===== src/rtl/shift_sequencer_if.sv =====
// Request/result handshake bundle for the shift sequencer, plus the
// side-channel that drives the shared combinational barrel shifter.
interface shift_sequencer_if #(
  parameter int WIDTH = 32,
  parameter int AMT_W = 6
);
  // Request channel
  logic             in_valid;
  logic             in_ready;
  logic [WIDTH-1:0] in_data;
  logic [AMT_W-1:0] in_amt;
  logic [2:0]       in_op;

  // Result channel
  logic             out_valid;
  logic             out_ready;
  logic [WIDTH-1:0] out_data;
  logic             out_err;

  // Shared barrel shifter connection
  logic [WIDTH-1:0] bs_in;
  logic [AMT_W-1:0] bs_shift;
  logic [1:0]       bs_sel;
  logic [WIDTH-1:0] bs_out;

  // Requester / result consumer / shifter side
  modport master (
    output in_valid, in_data, in_amt, in_op, out_ready, bs_out,
    input  in_ready, out_valid, out_data, out_err, bs_in, bs_shift, bs_sel
  );

  // Sequencer side
  modport slave (
    input  in_valid, in_data, in_amt, in_op, out_ready, bs_out,
    output in_ready, out_valid, out_data, out_err, bs_in, bs_shift, bs_sel
  );
endinterface


===== src/rtl/shift_sequencer.sv =====
// Issue/sequencing stage in front of a combinational barrel shifter.
// Single-pass ops (SLL/SRL/SRA) use the shifter once; rotates by a nonzero
// amount use it twice and OR the two partial results. The result is held
// until the consumer takes it; a new request may be accepted in the same
// cycle the held result retires.
module shift_sequencer #(
  parameter int WIDTH = 32,
  parameter int AMT_W = 6
) (
  input  logic              clk,
  input  logic              rst,
  shift_sequencer_if.slave  bus
);

  localparam int LOG_W = AMT_W - 1;

  localparam logic [2:0] OP_SLL = 3'b000;
  localparam logic [2:0] OP_SRL = 3'b001;
  localparam logic [2:0] OP_SRA = 3'b010;
  localparam logic [2:0] OP_ROL = 3'b011;
  localparam logic [2:0] OP_ROR = 3'b100;

  localparam logic [1:0] SEL_SLL = 2'b00;
  localparam logic [1:0] SEL_SRL = 2'b01;
  localparam logic [1:0] SEL_SRA = 2'b10;

  localparam logic [AMT_W-1:0] AMT_WIDTH = AMT_W'(WIDTH);
  localparam logic [AMT_W-1:0] AMT_MAX   = AMT_W'(WIDTH - 1);

  typedef enum logic [1:0] {
    IDLE = 2'd0,
    P1   = 2'd1,
    P2   = 2'd2,
    HOLD = 2'd3
  } state_t;

  state_t           state_reg, state_next;
  logic [2:0]       op_reg;
  logic [AMT_W-1:0] amt_reg;
  logic [WIDTH-1:0] opnd_reg;
  logic [WIDTH-1:0] acc_reg, acc_next;
  logic             err_reg, err_next;
  logic [WIDTH-1:0] bs_in_reg, bs_in_next;
  logic [AMT_W-1:0] bs_shift_reg, bs_shift_next;
  logic [1:0]       bs_sel_reg, bs_sel_next;

  logic             accept;
  logic             amt_big;
  logic [LOG_W-1:0] rot_n;
  logic [AMT_W-1:0] rot_n_ext;
  logic [AMT_W-1:0] rot_back;

  // Rotate amount is taken modulo WIDTH; the second pass shifts the other way
  // by the complement so the two partial results never overlap.
  assign rot_n     = amt_reg[LOG_W-1:0];
  assign rot_n_ext = {1'b0, rot_n};
  assign rot_back  = AMT_WIDTH - rot_n_ext;
  assign amt_big   = (amt_reg >= AMT_WIDTH);

  assign bus.in_ready  = !rst && ((state_reg == IDLE) ||
                                  ((state_reg == HOLD) && bus.out_ready));
  assign accept        = bus.in_valid && bus.in_ready;
  assign bus.out_valid = !rst && (state_reg == HOLD);
  assign bus.out_data  = acc_reg;
  assign bus.out_err   = err_reg;

  // The shifter is combinational, so its controls come straight from the
  // next-state logic; the registered copies only keep them steady elsewhere.
  assign bus.bs_in    = bs_in_next;
  assign bus.bs_shift = bs_shift_next;
  assign bus.bs_sel   = bs_sel_next;

  // State, request and accumulator registers
  always_ff @(posedge clk) begin
    if (rst) begin
      state_reg    <= IDLE;
      op_reg       <= '0;
      amt_reg      <= '0;
      opnd_reg     <= '0;
      acc_reg      <= '0;
      err_reg      <= 1'b0;
      bs_in_reg    <= '0;
      bs_shift_reg <= '0;
      bs_sel_reg   <= '0;
    end else begin
      state_reg    <= state_next;
      acc_reg      <= acc_next;
      err_reg      <= err_next;
      bs_in_reg    <= bs_in_next;
      bs_shift_reg <= bs_shift_next;
      bs_sel_reg   <= bs_sel_next;
      if (accept) begin
        op_reg   <= bus.in_op;
        amt_reg  <= bus.in_amt;
        opnd_reg <= bus.in_data;
      end
    end
  end

  // Next-state, accumulator update and shifter control
  always_comb begin
    state_next    = state_reg;
    acc_next      = acc_reg;
    err_next      = err_reg;
    bs_in_next    = bs_in_reg;
    bs_shift_next = bs_shift_reg;
    bs_sel_next   = bs_sel_reg;

    unique case (state_reg)
      IDLE: begin
        if (accept) state_next = P1;
      end

      P1: begin
        bs_in_next = opnd_reg;
        err_next   = 1'b0;
        state_next = HOLD;
        unique case (op_reg)
          OP_SLL, OP_SRL: begin
            bs_sel_next   = (op_reg == OP_SLL) ? SEL_SLL : SEL_SRL;
            bs_shift_next = amt_reg;
            // Logical shifts by WIDTH or more empty the word entirely
            acc_next      = amt_big ? '0 : bus.bs_out;
          end
          OP_SRA: begin
            bs_sel_next   = SEL_SRA;
            bs_shift_next = amt_big ? AMT_MAX : amt_reg;
            acc_next      = bus.bs_out;
          end
          OP_ROL, OP_ROR: begin
            bs_sel_next   = (op_reg == OP_ROL) ? SEL_SLL : SEL_SRL;
            bs_shift_next = rot_n_ext;
            if (rot_n == '0) begin
              acc_next = opnd_reg;
            end else begin
              acc_next   = bus.bs_out;
              state_next = P2;
            end
          end
          default: begin
            bs_sel_next   = SEL_SLL;
            bs_shift_next = '0;
            acc_next      = '0;
            err_next      = 1'b1;
          end
        endcase
      end

      P2: begin
        bs_in_next    = opnd_reg;
        bs_sel_next   = (op_reg == OP_ROL) ? SEL_SRL : SEL_SLL;
        bs_shift_next = rot_back;
        acc_next      = acc_reg | bus.bs_out;
        state_next    = HOLD;
      end

      HOLD: begin
        if (bus.out_ready) state_next = accept ? P1 : IDLE;
      end

      default: state_next = IDLE;
    endcase

    if (rst) begin
      bs_in_next    = '0;
      bs_shift_next = '0;
      bs_sel_next   = '0;
    end
  end

endmodule


===== src/flat_wrapper.sv =====
// flat-port wrapper written by rule: the top's interface ports become plain ports
module shift_sequencer_flat 
#(
  parameter int WIDTH = 32,
  parameter int AMT_W = 6
)
  (clk, rst, bus_in_valid, bus_in_data, bus_in_amt, bus_in_op, bus_out_ready, bus_bs_out, bus_in_ready, bus_out_valid, bus_out_data, bus_out_err, bus_bs_in, bus_bs_shift, bus_bs_sel);
  shift_sequencer_if #(.WIDTH(WIDTH), .AMT_W(AMT_W)) bus_i ();
  input  logic clk;
  input  logic rst;
  input wire logic [$bits(bus_i.in_valid)-1:0] bus_in_valid;
  input wire logic [$bits(bus_i.in_data)-1:0] bus_in_data;
  input wire logic [$bits(bus_i.in_amt)-1:0] bus_in_amt;
  input wire logic [$bits(bus_i.in_op)-1:0] bus_in_op;
  input wire logic [$bits(bus_i.out_ready)-1:0] bus_out_ready;
  input wire logic [$bits(bus_i.bs_out)-1:0] bus_bs_out;
  output wire logic [$bits(bus_i.in_ready)-1:0] bus_in_ready;
  output wire logic [$bits(bus_i.out_valid)-1:0] bus_out_valid;
  output wire logic [$bits(bus_i.out_data)-1:0] bus_out_data;
  output wire logic [$bits(bus_i.out_err)-1:0] bus_out_err;
  output wire logic [$bits(bus_i.bs_in)-1:0] bus_bs_in;
  output wire logic [$bits(bus_i.bs_shift)-1:0] bus_bs_shift;
  output wire logic [$bits(bus_i.bs_sel)-1:0] bus_bs_sel;
  assign bus_i.in_valid = bus_in_valid;
  assign bus_i.in_data = bus_in_data;
  assign bus_i.in_amt = bus_in_amt;
  assign bus_i.in_op = bus_in_op;
  assign bus_i.out_ready = bus_out_ready;
  assign bus_i.bs_out = bus_bs_out;
  assign bus_in_ready = bus_i.in_ready;
  assign bus_out_valid = bus_i.out_valid;
  assign bus_out_data = bus_i.out_data;
  assign bus_out_err = bus_i.out_err;
  assign bus_bs_in = bus_i.bs_in;
  assign bus_bs_shift = bus_i.bs_shift;
  assign bus_bs_sel = bus_i.bs_sel;
  shift_sequencer #(.WIDTH(WIDTH), .AMT_W(AMT_W)) u_core (.clk(clk), .rst(rst), .bus(bus_i));
endmodule

===== config.mk =====
export PLATFORM = sky130hd
export DESIGN_NAME = shift_sequencer_flat
export DESIGN_NICKNAME = d
export VERILOG_FILES = /design/src/rtl/shift_sequencer_if.sv /design/src/rtl/shift_sequencer.sv /design/src/flat_wrapper.sv
export SDC_FILE = /design/constraint.sdc
export NUM_CORES = 1
export LEC_CHECK = 0
export CAP_MARGIN = 20
export CORE_UTILIZATION = 52
export CTS_CLUSTER_SIZE = 10
export DETAILED_ROUTE_END_ITERATION = 8
export PLACE_DENSITY = 0.89
export SYNTH_ARGS = -nofsm -noshare
export SYNTH_HDL_FRONTEND = slang
export SYNTH_SLANG_ARGS = --single-unit

===== constraint.sdc =====
create_clock -name clk -period 3.1 [get_ports clk]
set_clock_uncertainty 0.1 [all_clocks]
set_input_delay 0.31 -clock clk [delete_from_list [all_inputs] [get_ports clk]]
set_output_delay 0.31 -clock clk [all_outputs]
set_load 0.05 [all_outputs]

## After elaboration in Yosys (flattened, before gate mapping)

Cells that the tools add are included.

| operators by class | value |
|---|---|
| add/subtract/negate cells | 1 |
| magnitude comparators | 1 |
| eq/ne operators | 9 |
| muxes and demuxes | 23 |
| bitwise logic cells | 1 |
| reductions and logical operators | 15 |

Operator list:

| operator | number |
|---|---|
| 2-to-1 mux 32 bit | 4 |
| one-hot mux 32 bit (3 select lines) | 1 |
| one-hot mux 32 bit (2 select lines) | 1 |
| OR 32 bit | 1 |
| one-hot mux 6 bit (3 select lines) | 1 |
| 2-to-1 mux 6 bit | 2 |
| one-hot mux 6 bit (2 select lines) | 1 |
| 2-to-1 mux 2 bit | 4 |
| one-hot mux 2 bit (4 select lines) | 1 |
| == test 3 x 2 -> 1 bit, second input constant | 2 |
| greater-or-equal comparator 6 bit, second input constant | 1 |
| 2-to-1 mux 1 bit | 6 |
| one-hot mux 2 bit (3 select lines) | 1 |
| OR reduction 2 bit | 3 |
| subtractor 6 x 5 -> 6 bit, first input constant | 1 |
| zero test 5 bit | 1 |
| OR reduction 5 bit | 1 |
| == test 2 bit, second input constant | 2 |
| logical AND 1 bit | 4 |
| one-hot mux 2 bit (2 select lines) | 1 |
| == test 3 x 1 -> 1 bit, second input constant | 1 |
| == test 3 bit, second input constant | 1 |
| zero test 3 bit | 1 |
| == test 2 x 1 -> 1 bit, second input constant | 1 |
| other kinds (7) | 7 |

| storage, ports and cells | value |
|---|---|
| register bits | 116 |
| logic and storage cells | 59 |

## Logic depth before layout (Yosys ltp)

Gate-level depths: netlist (run 1).

| depth | value |
|---|---|
| depth after elaboration | 8 |
| depth in mapped cells | 9 |
| mapped depth without buffers | 8 |

## Least setup slack after synthesis (run 1)

No wires, ideal clock.

| timing | value |
|---|---|
| kind | register to output |
| from | register u_core.state_reg[0] |
| to | output port bus_bs_shift[0] |
| arrival | 2.843 ns |
| required time | 2.690 ns |
| setup slack | -0.153 ns |
| stages on the path, launching flop included | 7 |
| path buffers | 2 |
| cell sequence | dfxtp_1 inv_1 ha_1 clkbuf_1 buf_2 inv_1 o41ai_1 |

| on the way | value |
|---|---|
| longest elaborated chain between the ends | 3 |

RTL lines:

| item | line | RTL |
|---|---|---|
| start, declared | shift_sequencer.sv:37 | `state_t state_reg, state_next;` |
| start signal, assigned | shift_sequencer.sv:86 | `state_reg <= state_next;` |
| == test 2 bit or == test 2 x 1 -> 1 bit (tied branches) | shift_sequencer.sv:109 | `unique case (state_reg)` |
| one-hot mux 6 bit (2 select lines) (*) | shift_sequencer.sv:109 |  |
| 2-to-1 mux 6 bit (*) | shift_sequencer.sv:164 | `if (rst) begin` |
| end, declared | flat_wrapper.sv:22 | `output wire logic [$bits(bus_i.bs_shift)-1:0] bus_bs_shift;` |

Every way passes the cells marked *; elsewhere a longest branch is shown, timed or not.

## Worst setup path after layout (run 1)

| timing | value |
|---|---|
| from | register u_core.state_reg[0] |
| to | output port bus_bs_shift[2] |

Same word-level chain as after synthesis.

==> results of run 1 <==
-- report_power, final --
group / total (mW) / internal [mW] / leakage [nW] / switching, mW
logic: 4.64 / 1.74 / 1.91 / 2.90
registers: 2.18 / 1.88 / 0.951 / 0.300
clock network: 1.73 / 1.01 / 0.251 / 0.714
-- repair_timing --
action                                  CTS  global route
resized for setup                         1            18
buffers inserted                          1             1
pin swaps                                 1             0
endpoints found under the setup margin   17            17
-- cell usage after synthesis (all sizes together) (6+ instances only) --
library cell  count  share of area (%)
a21oi             9                1.0
nand2            76                5.2
mux2i            35                6.4
buf              16                2.2
inv              10               0.68
dfxtp           116                 42
a221oi           32                8.5
nor2b             6               0.73
ha                7                1.6
o31ai             8                1.1
nor3             32                2.9
a211oi           10                1.4
dlygate4sd1       8                1.3
nor2            114                7.8
o21ai            69                6.3
clkbuf           28                2.8
nand2b           36                4.1
-- area by class of cell --
cell class	count	area, um^2	share of cell area, %
Timing Repair Buffer	164	1700	22.3
Clock inverter	13	105	1.38
Inverter	10	37.5	0.493
Tap cell	136	170	2.24
Clock buffer	19	432	5.67
Multi-Input combinational cell	461	2840	37.4
Sequential cell	116	2320	30.5
-- critical path, cell delays in order, from the launching register on --
cell	delay, ns
dfxtp_1	0.39
inv_1	0.14
ha_4	0.50
buf_16	0.32
nor2_1	0.12
a211oi_1	0.39
buf_12	0.19
-- metal layers --
layer	GRT usage (%)	wire, um	vias up
met5	0	0	-
met4	12.8	427	0
met3	5.86	850	47
met2	47.4	7690	220
met1	30.9	6040	2436
li1	-	-	2485
-- worst max path at each step --
stage / cells past startpoint / slack, ns / to
2_1_floorplan: 7 / 0.11 / bus_bs_shift[1]
3_3_place_gp: 5 / 0.52 / bus_bs_sel[1]
3_5_place_dp: 5 / 0.45 / bus_bs_sel[1]
4_1_cts: 6 / 0.02 / bus_bs_shift[1]
5_1_grt: 6 / -0.002 / bus_bs_shift[2]
6_report: 6 / 0.11 / bus_bs_shift[2]
-- metrics by stage --
step	power, mW	setup slack, ns	TNS, ns
after floorplan	5.47	0.111	0
after global placement	6.48	0.522	0
after detailed placement	6.68	0.449	0
after CTS	8.47	0.0226	0
after global routing	8.99	-0.00175	-0.00175
final	8.55	0.114	0
-- cell families (layout without fill, tap and decap cells) --
logic type               count (synthesis)  in the layout  share of synthesized area, %
adder cells (fa/ha/maj)                  7              7                          1.59
flip-flops                             116            116                          42.2
AND/OR/NAND/NOR                        277            277                          22.5
buffers and inverters                   62            206                          6.96
multiplexers                            35             35                          6.37
AO/OA/AOI/OAI                          142            142                          20.4
==> results by group, run 1 <==
Timing
  – Min Hold Slack: 0.264 ns
  – Max Clock Freq: 335 MHz
  – Slew margin rel.: 46.1%
  – RSZ-0062 raised after global routing: true
  – Worst-Margin Slew: 0.809 ns
  – Setup Viol. Count Final: 0
  – Period utilization: 96.3%
  – Final hold violations: 0
  – Final Max Slew Viols: 0
  – Final min period: 2.99 ns

Placement
  – Port Buffers: 151
  – Placed insts: 885
  – GPL Wtd Cong: 0.848
  – Post-DP Area: 7000 um^2
  – Dpl hpwl: 10.0 mm

Floorplanning
  – Rows: 37
  – Starting Density: 53.5%
  – Core area: 10300 um^2
  – Die H: 105 um
  – Die ar.: 11000 um^2
  – DIE WIDTH: 105 um
  – I/O pin count: 152

CTS
  – CTS tree: yes
  – Sink Count: 116
  – Clock root buffer: clkbuf_8
  – H-tree levels: 4
  – Worst-Skew Late Latency: 0.50 ns
  – Clock buffer depth: 2
  – # hold bufs at CTS: 0
  – Reg clk slew, reported paths: 0.06 ns
  – CTS Buf Count: 17

Worst setup path
  – Worst reg2reg path endpoint: u_core.bus.out_data[27]
  – Setup crit start: u_core.state_reg[0]
  – Critical Path Sink Type: output pin
  – Critical Path Start Type: register
  – Worst r2r src: u_core.amt_reg[0]
  – Setup CP Type: reg -> out
  – WP data required: 2.69 ns
  – Reg2Reg Setup Slack: 0.36 ns
  – Reg2reg path depth: 8
  – Crit path max fanout: 65
  – Crit path DAT: 2.58 ns

Routing
  – Initial DRC count: 347
  – Post-DRT Antenna Nets: 0
  – DRC viols: 0
  – Final WL: 15.0 mm
  – First-pass DRT Iterations: 6
  – Vias per cell: 5.65
  – WL per Instance: 16.3 um
  – Vias: 5188

Finish
  – Most frequent cells in the layout: 116 x dfxtp_1, 113 x nor2_1, 110 x clkdlybuf4s50_1
  – Fin area: 7610 um^2
  – Fill count: 744
  – Layout Cells excl Fill: 919
  – Commonest non-fill, non-tap cell in the layout: dfxtp_1
  – Final core occ: 74.1%
  – P&R area growth vs syn: 38.4%
  – Diodes inserted: 0
  – Share of layout cells above drive strength 1: 14.7%
  – Nets: 854

Status
  – Status: finished, final reports clean

Synthesis
  – Syn nets: 723
  – FF+latch count, synth: 116
  – Post-synth EDFFs: 0
  – Top_reg_cell synth: dfxtp_1
  – Mapped Area: 5500 um^2
  – Fraction of the yosys area taken by sequential cells: 42.2%
  – Yosys Warn Count: 0
  – Syn Inst Count: 639
  – Mean post-synth cell area: 8.61 um^2
  – Yosys cell types: 40
  – Asr flop ratio synth: 0%

Global route
  – Pin count of the biggest net entering global routing: 87
  – Overall routing resource usage: 26.9%
  – Vias in the first global route: 5135
  – Antenna violations before repair: 0
  – First-pass GRT wire length: 24.1 mm
  – Grt total ovfl: 0

Min path
  – Hold Crit Depth: 2
  – Start point of the worst hold path: rst
  – Worst Hold End: u_core.bs_in_reg[11]
  – Type of the worst min-delay path: in -> reg

Pwr
  – Pwr Density: 1120 nW/um^2
  – Leakage: 3.11 nW
  – Max VDD drop: 720 uV

Run
  – Max Cap Viol: 0
(Power assumes the default switching activity.)
==> run 2, diff against run 1 <==
SKIP_CTS_REPAIR_TIMING = 1   (was unset)
TNS_END_PERCENT = 20   (was unset)
==> results by group, run 2 (synthesized netlist as in run 1, its figures left out) <==
Floorplanning
  – Die H: 105 um
  – I/O pin count: 152
  – Die ar.: 11000 um^2
  – Starting Density: 53.5%
  – Rows: 37
  – Core area: 10300 um^2
  – DIE WIDTH: 105 um

CTS
  – Clock buffer depth: 2
  – CTS Buf Count: 17
  – Reg clk slew, reported paths: 0.06 ns
  – CTS tree: yes
  – Sink Count: 116
  – H-tree levels: 4
  – Worst-Skew Late Latency: 0.50 ns
  – Clock root buffer: clkbuf_8

Placement
  – Dpl hpwl: 10.0 mm
  – Port Buffers: 151
  – Post-DP Area: 7000 um^2
  – Placed insts: 885
  – GPL Wtd Cong: 0.848

Pwr
  – Pwr Density: 1120 nW/um^2
  – Max VDD drop: 718 uV
  – Leakage: 3.12 nW

Finish
  – Fin area: 7620 um^2
  – Fill count: 744
  – P&R area growth vs syn: 38.5%
  – Diodes inserted: 0
  – Most frequent cells in the layout: 116 x dfxtp_1, 113 x nor2_1, 110 x clkdlybuf4s50_1
  – Commonest non-fill, non-tap cell in the layout: dfxtp_1
  – Nets: 854
  – Share of layout cells above drive strength 1: 14.7%
  – Layout Cells excl Fill: 919

Timing
  – Max Clock Freq: 333 MHz
  – Slew margin rel.: 44.6%
  – Final min period: 3.00 ns
  – Worst-Margin Slew: 0.831 ns
  – Final Max Slew Viols: 0
  – Period utilization: 96.8%
  – RSZ-0062 raised after global routing: true
  – Setup Viol. Count Final: 0
  – Final hold violations: 0

Routing
  – WL per Instance: 16.4 um
  – Vias: 5201
  – Final WL: 15.0 mm
  – Post-DRT Antenna Nets: 0
  – Vias per cell: 5.66
  – Initial DRC count: 352
  – First-pass DRT Iterations: 5
  – DRC viols: 0

Status
  – Status: finished, final reports clean

Worst setup path
  – Crit path max fanout: 16
  – Setup CP Type: reg -> out
  – Reg2reg path depth: 8
  – Critical Path Start Type: register
  – Crit path DAT: 2.59 ns
  – WP data required: 2.69 ns
  – Critical Path Sink Type: output pin

Min path
  – Hold Crit Depth: 2
  – Type of the worst min-delay path: in -> reg

Run
  – Max Cap Viol: 0

Global route
  – Antenna violations before repair: 0
  – First-pass GRT wire length: 23.9 mm
  – Grt total ovfl: 0
  – Overall routing resource usage: 26.7%
  – Pin count of the biggest net entering global routing: 87
  – Vias in the first global route: 5120
run 2: changes by cell type in the layout (fill, tap and decap cells not counted):
cell | previous run | this run
dlymetal6s2s_1 | 12 | 13
dlygate4sd2_1 | 1 | 0
buf_4 | 31 | 30
buf_6 | 0 | 1
run 2: path summary, 6_finish.rpt:
check                              start                      end  slack [ns]
hold / removal                       rst     u_core.bs_in_reg[14]        0.27
hold reg to reg   u_core.bs_shift_reg[0]   u_core.bs_shift_reg[0]        0.37
setup reg to reg       u_core.amt_reg[0]  u_core.bus.out_data[27]        0.36
setup / recovery     u_core.state_reg[0]          bus_bs_shift[3]        0.10
run 2: cell type report:
cell class	count	area [um^2]	area share [%]
clock buffers	19	432	5.67
clock inverters	13	105	1.38
inverters	10	37.5	0.493
multi-input cells	461	2840	37.3
flip-flops and latches	116	2320	30.5
well taps	136	170	2.23
repair buffers	164	1710	22.4
run 2: metrics by stage:
step                      total power, mW  setup WS (ns)  hold slack (ns)  TNS, ns  util [%]
after global placement               6.48          0.522            0.345        0      68.1
after detailed placement             6.68          0.449            0.352        0      68.1
after floorplan                      5.47          0.111            0.318        0         -
after global routing                 9.00        -0.0306            0.265  -0.0383      74.1
after CTS                            8.44         -0.105            0.262   -0.660      73.3
final                                8.56          0.100            0.269        0      74.1
run 2: worst max-delay path: stages, from the launching register on:
cell and delay (ns):
dfxtp_1 0.39, inv_1 0.14, ha_4 0.50, buf_4 0.26
nor2_1 0.08, a311oi_1 0.52, buf_12 0.21
run 2: power breakdown:
part           total (mW)  internal (mW)  switching [mW]
sequential           2.18           1.88           0.301
combinational        4.65           1.75            2.90
clock                1.72           1.01           0.713
total                8.56           4.64            3.92
run 2: layer usage:
layer	up-vias	routed length, um	GRT usage, %
li1	2483	-	-
met1	2467	6070	30.5
met2	205	7740	47.3
met3	46	797	5.99
met4	0	436	12.6
met5	-	0	0
==> run 3, diff against run 2 <==
--- a/config.mk
+++ b/config.mk
@@ -12,4 +12,5 @@
 export PLACE_DENSITY = 0.89
 export SKIP_CTS_REPAIR_TIMING = 1
+export SLEW_MARGIN = 20
 export SYNTH_ARGS = -nofsm -noshare
 export SYNTH_HDL_FRONTEND = slang
==> constraint.sdc (replaced) <==
create_clock -name clk -period 3.1 [get_ports clk]
set_clock_uncertainty 0.1 [all_clocks]
set_input_delay 0.62 -clock clk [delete_from_list [all_inputs] [get_ports clk]]
set_output_delay 0.62 -clock clk [all_outputs]
set_load 0.05 [all_outputs]
==> results by group, run 3 (synthesized netlist as in run 1, its figures left out) <==
CTS
  – Worst-Skew Late Latency: 0.52 ns
  – Sink Count: 116
  – H-tree levels: 4
  – Clock buffer depth: 2
  – CTS tree: yes
  – Clock root buffer: clkbuf_8
  – Reg clk slew, reported paths: 0.06 ns
  – CTS Buf Count: 17

Timing
  – Worst-Margin Slew: 0.587 ns
  – Setup Viol. Count Final: 0
  – Period utilization: 97.8%
  – Final Max Slew Viols: 0
  – Final min period: 3.03 ns
  – RSZ-0062 raised after global routing: true
  – Final hold violations: 0
  – Max Clock Freq: 330 MHz
  – Slew margin rel.: 60.9%
  – Min Hold Slack: 0.346 ns

Global route
  – Overall routing resource usage: 28.0%
  – Grt total ovfl: 0
  – Vias in the first global route: 5136
  – Antenna violations before repair: 0
  – First-pass GRT wire length: 24.7 mm
  – Pin count of the biggest net entering global routing: 68

Finish
  – Most frequent cells in the layout: 115 x dfxtp_1, 112 x nor2_1, 109 x clkdlybuf4s50_1
  – Nets: 864
  – Fin area: 8020 um^2
  – P&R area growth vs syn: 45.8%
  – Layout Cells excl Fill: 929
  – Share of layout cells above drive strength 1: 18.4%
  – Diodes inserted: 0
  – Commonest non-fill, non-tap cell in the layout: dfxtp_1

Worst setup path
  – Worst reg2reg path endpoint: u_core.bus.out_data[6]
  – Crit path max fanout: 4
  – Crit path DAT: 2.31 ns
  – Worst r2r src: u_core.amt_reg[0]
  – Critical Path Sink Type: output pin
  – Reg2Reg Setup Slack: 0.36 ns
  – Critical Path Start Type: register
  – Setup CP Type: reg -> out
  – Reg2reg path depth: 9
  – WP data required: 2.38 ns

Placement
  – Port Buffers: 151
  – Dpl hpwl: 10.4 mm
  – Placed insts: 890
  – Post-DP Area: 7240 um^2
  – GPL Wtd Cong: 0.874

Min path
  – Type of the worst min-delay path: in -> reg
  – Hold Crit Depth: 2
  – Worst Hold End: u_core.bs_shift_reg[5]
  – Start point of the worst hold path: rst

Floorplanning
  – Rows: 37
  – Core area: 10300 um^2
  – Die H: 105 um
  – I/O pin count: 152
  – DIE WIDTH: 105 um
  – Starting Density: 53.5%
  – Die ar.: 11000 um^2

Pwr
  – Sw Pwr: 3.99 mW
  – Leakage: 3.08 nW
  – Combinational share of power: 52.7%
  – Int Power: 5.31 mW
  – Max VDD drop: 548 uV
  – Seq pwr share: 23.6%
  – Switching Fraction: 42.9%
  – Design Power: 9.30 mW
  – Pwr Density: 1160 nW/um^2
  – Clock power frac: 23.8%

Routing
  – WL per Instance: 17.3 um
  – Vias: 5351
  – First-pass DRT Iterations: 5
  – Vias per cell: 5.76
  – Post-DRT Antenna Nets: 0
  – Final WL: 16.0 mm
  – DRC viols: 0
  – Initial DRC count: 356

Run
  – Max Cap Viol: 0

Status
  – Status: finished, final reports clean
==> run 3: worst max-delay path, cell delays in order, from the launching register on <==
cell      delay, ns
dfxtp_1        0.40
inv_1          0.09
ha_1           0.24
nor3b_1        0.16
ha_1           0.29
a32oi_1        0.09
a211oi_2       0.35
buf_12         0.18
==> run 3: how the worst max path moves through the flow <==
stage | start | to | slack [ns] | cells past startpoint
global placement | u_core.state_reg[0] | bus_bs_shift[2] | 0.52 | 6
detailed placement | u_core.state_reg[0] | bus_bs_shift[4] | 0.39 | 6
finish | u_core.amt_reg[0] | bus_bs_shift[4] | 0.07 | 7
CTS | u_core.state_reg[0] | bus_bs_shift[4] | -0.22 | 6
floorplan | u_core.state_reg[0] | bus_bs_shift[1] | -0.20 | 7
global route | u_core.state_reg[1] | bus_bs_shift[0] | -0.03 | 7
==> run 3: final cells by class <==
type,instances,area [um^2]
clock buffer,20,435
multi-input combinational,461,2880
sequential,116,2320
clock inverter,12,226
inverter,10,37.5
fill,660,2260
timing repair buffer,174,1950
tap,136,170
==> run 3: stage by stage <==
step,TNS (ns),worst slack (ns),utilization (%)
3_5_place_dp,0,0.388,70.4
5_1_grt,-0.0314,-0.0314,78.0
4_1_cts,-1.16,-0.217,76.9
2_1_floorplan,-1.02,-0.199,-
6_report,0,0.0690,78.0
3_3_place_gp,0,0.519,70.4
==> run 3: power by group through the flow <==
stage	logic, mW	registers, mW	clock network, mW
6_report	4.90	2.19	2.21
5_1_grt	5.22	2.23	2.29
4_1_cts	4.66	2.17	2.21
3_5_place_dp	4.61	2.19	0
3_3_place_gp	4.46	2.16	0
2_1_floorplan	2.90	2.57	0
==> run 3: routing by layer <==
metal	up-vias	part of all wire (%)	track usage (%)	wire, um
met5	-	0	0	0
met4	0	2.0	11.6	325
met3	32	6.7	5.43	1080
met2	251	50	48.9	8030
met1	2571	41	33.5	6610
li1	2497	-	-	-
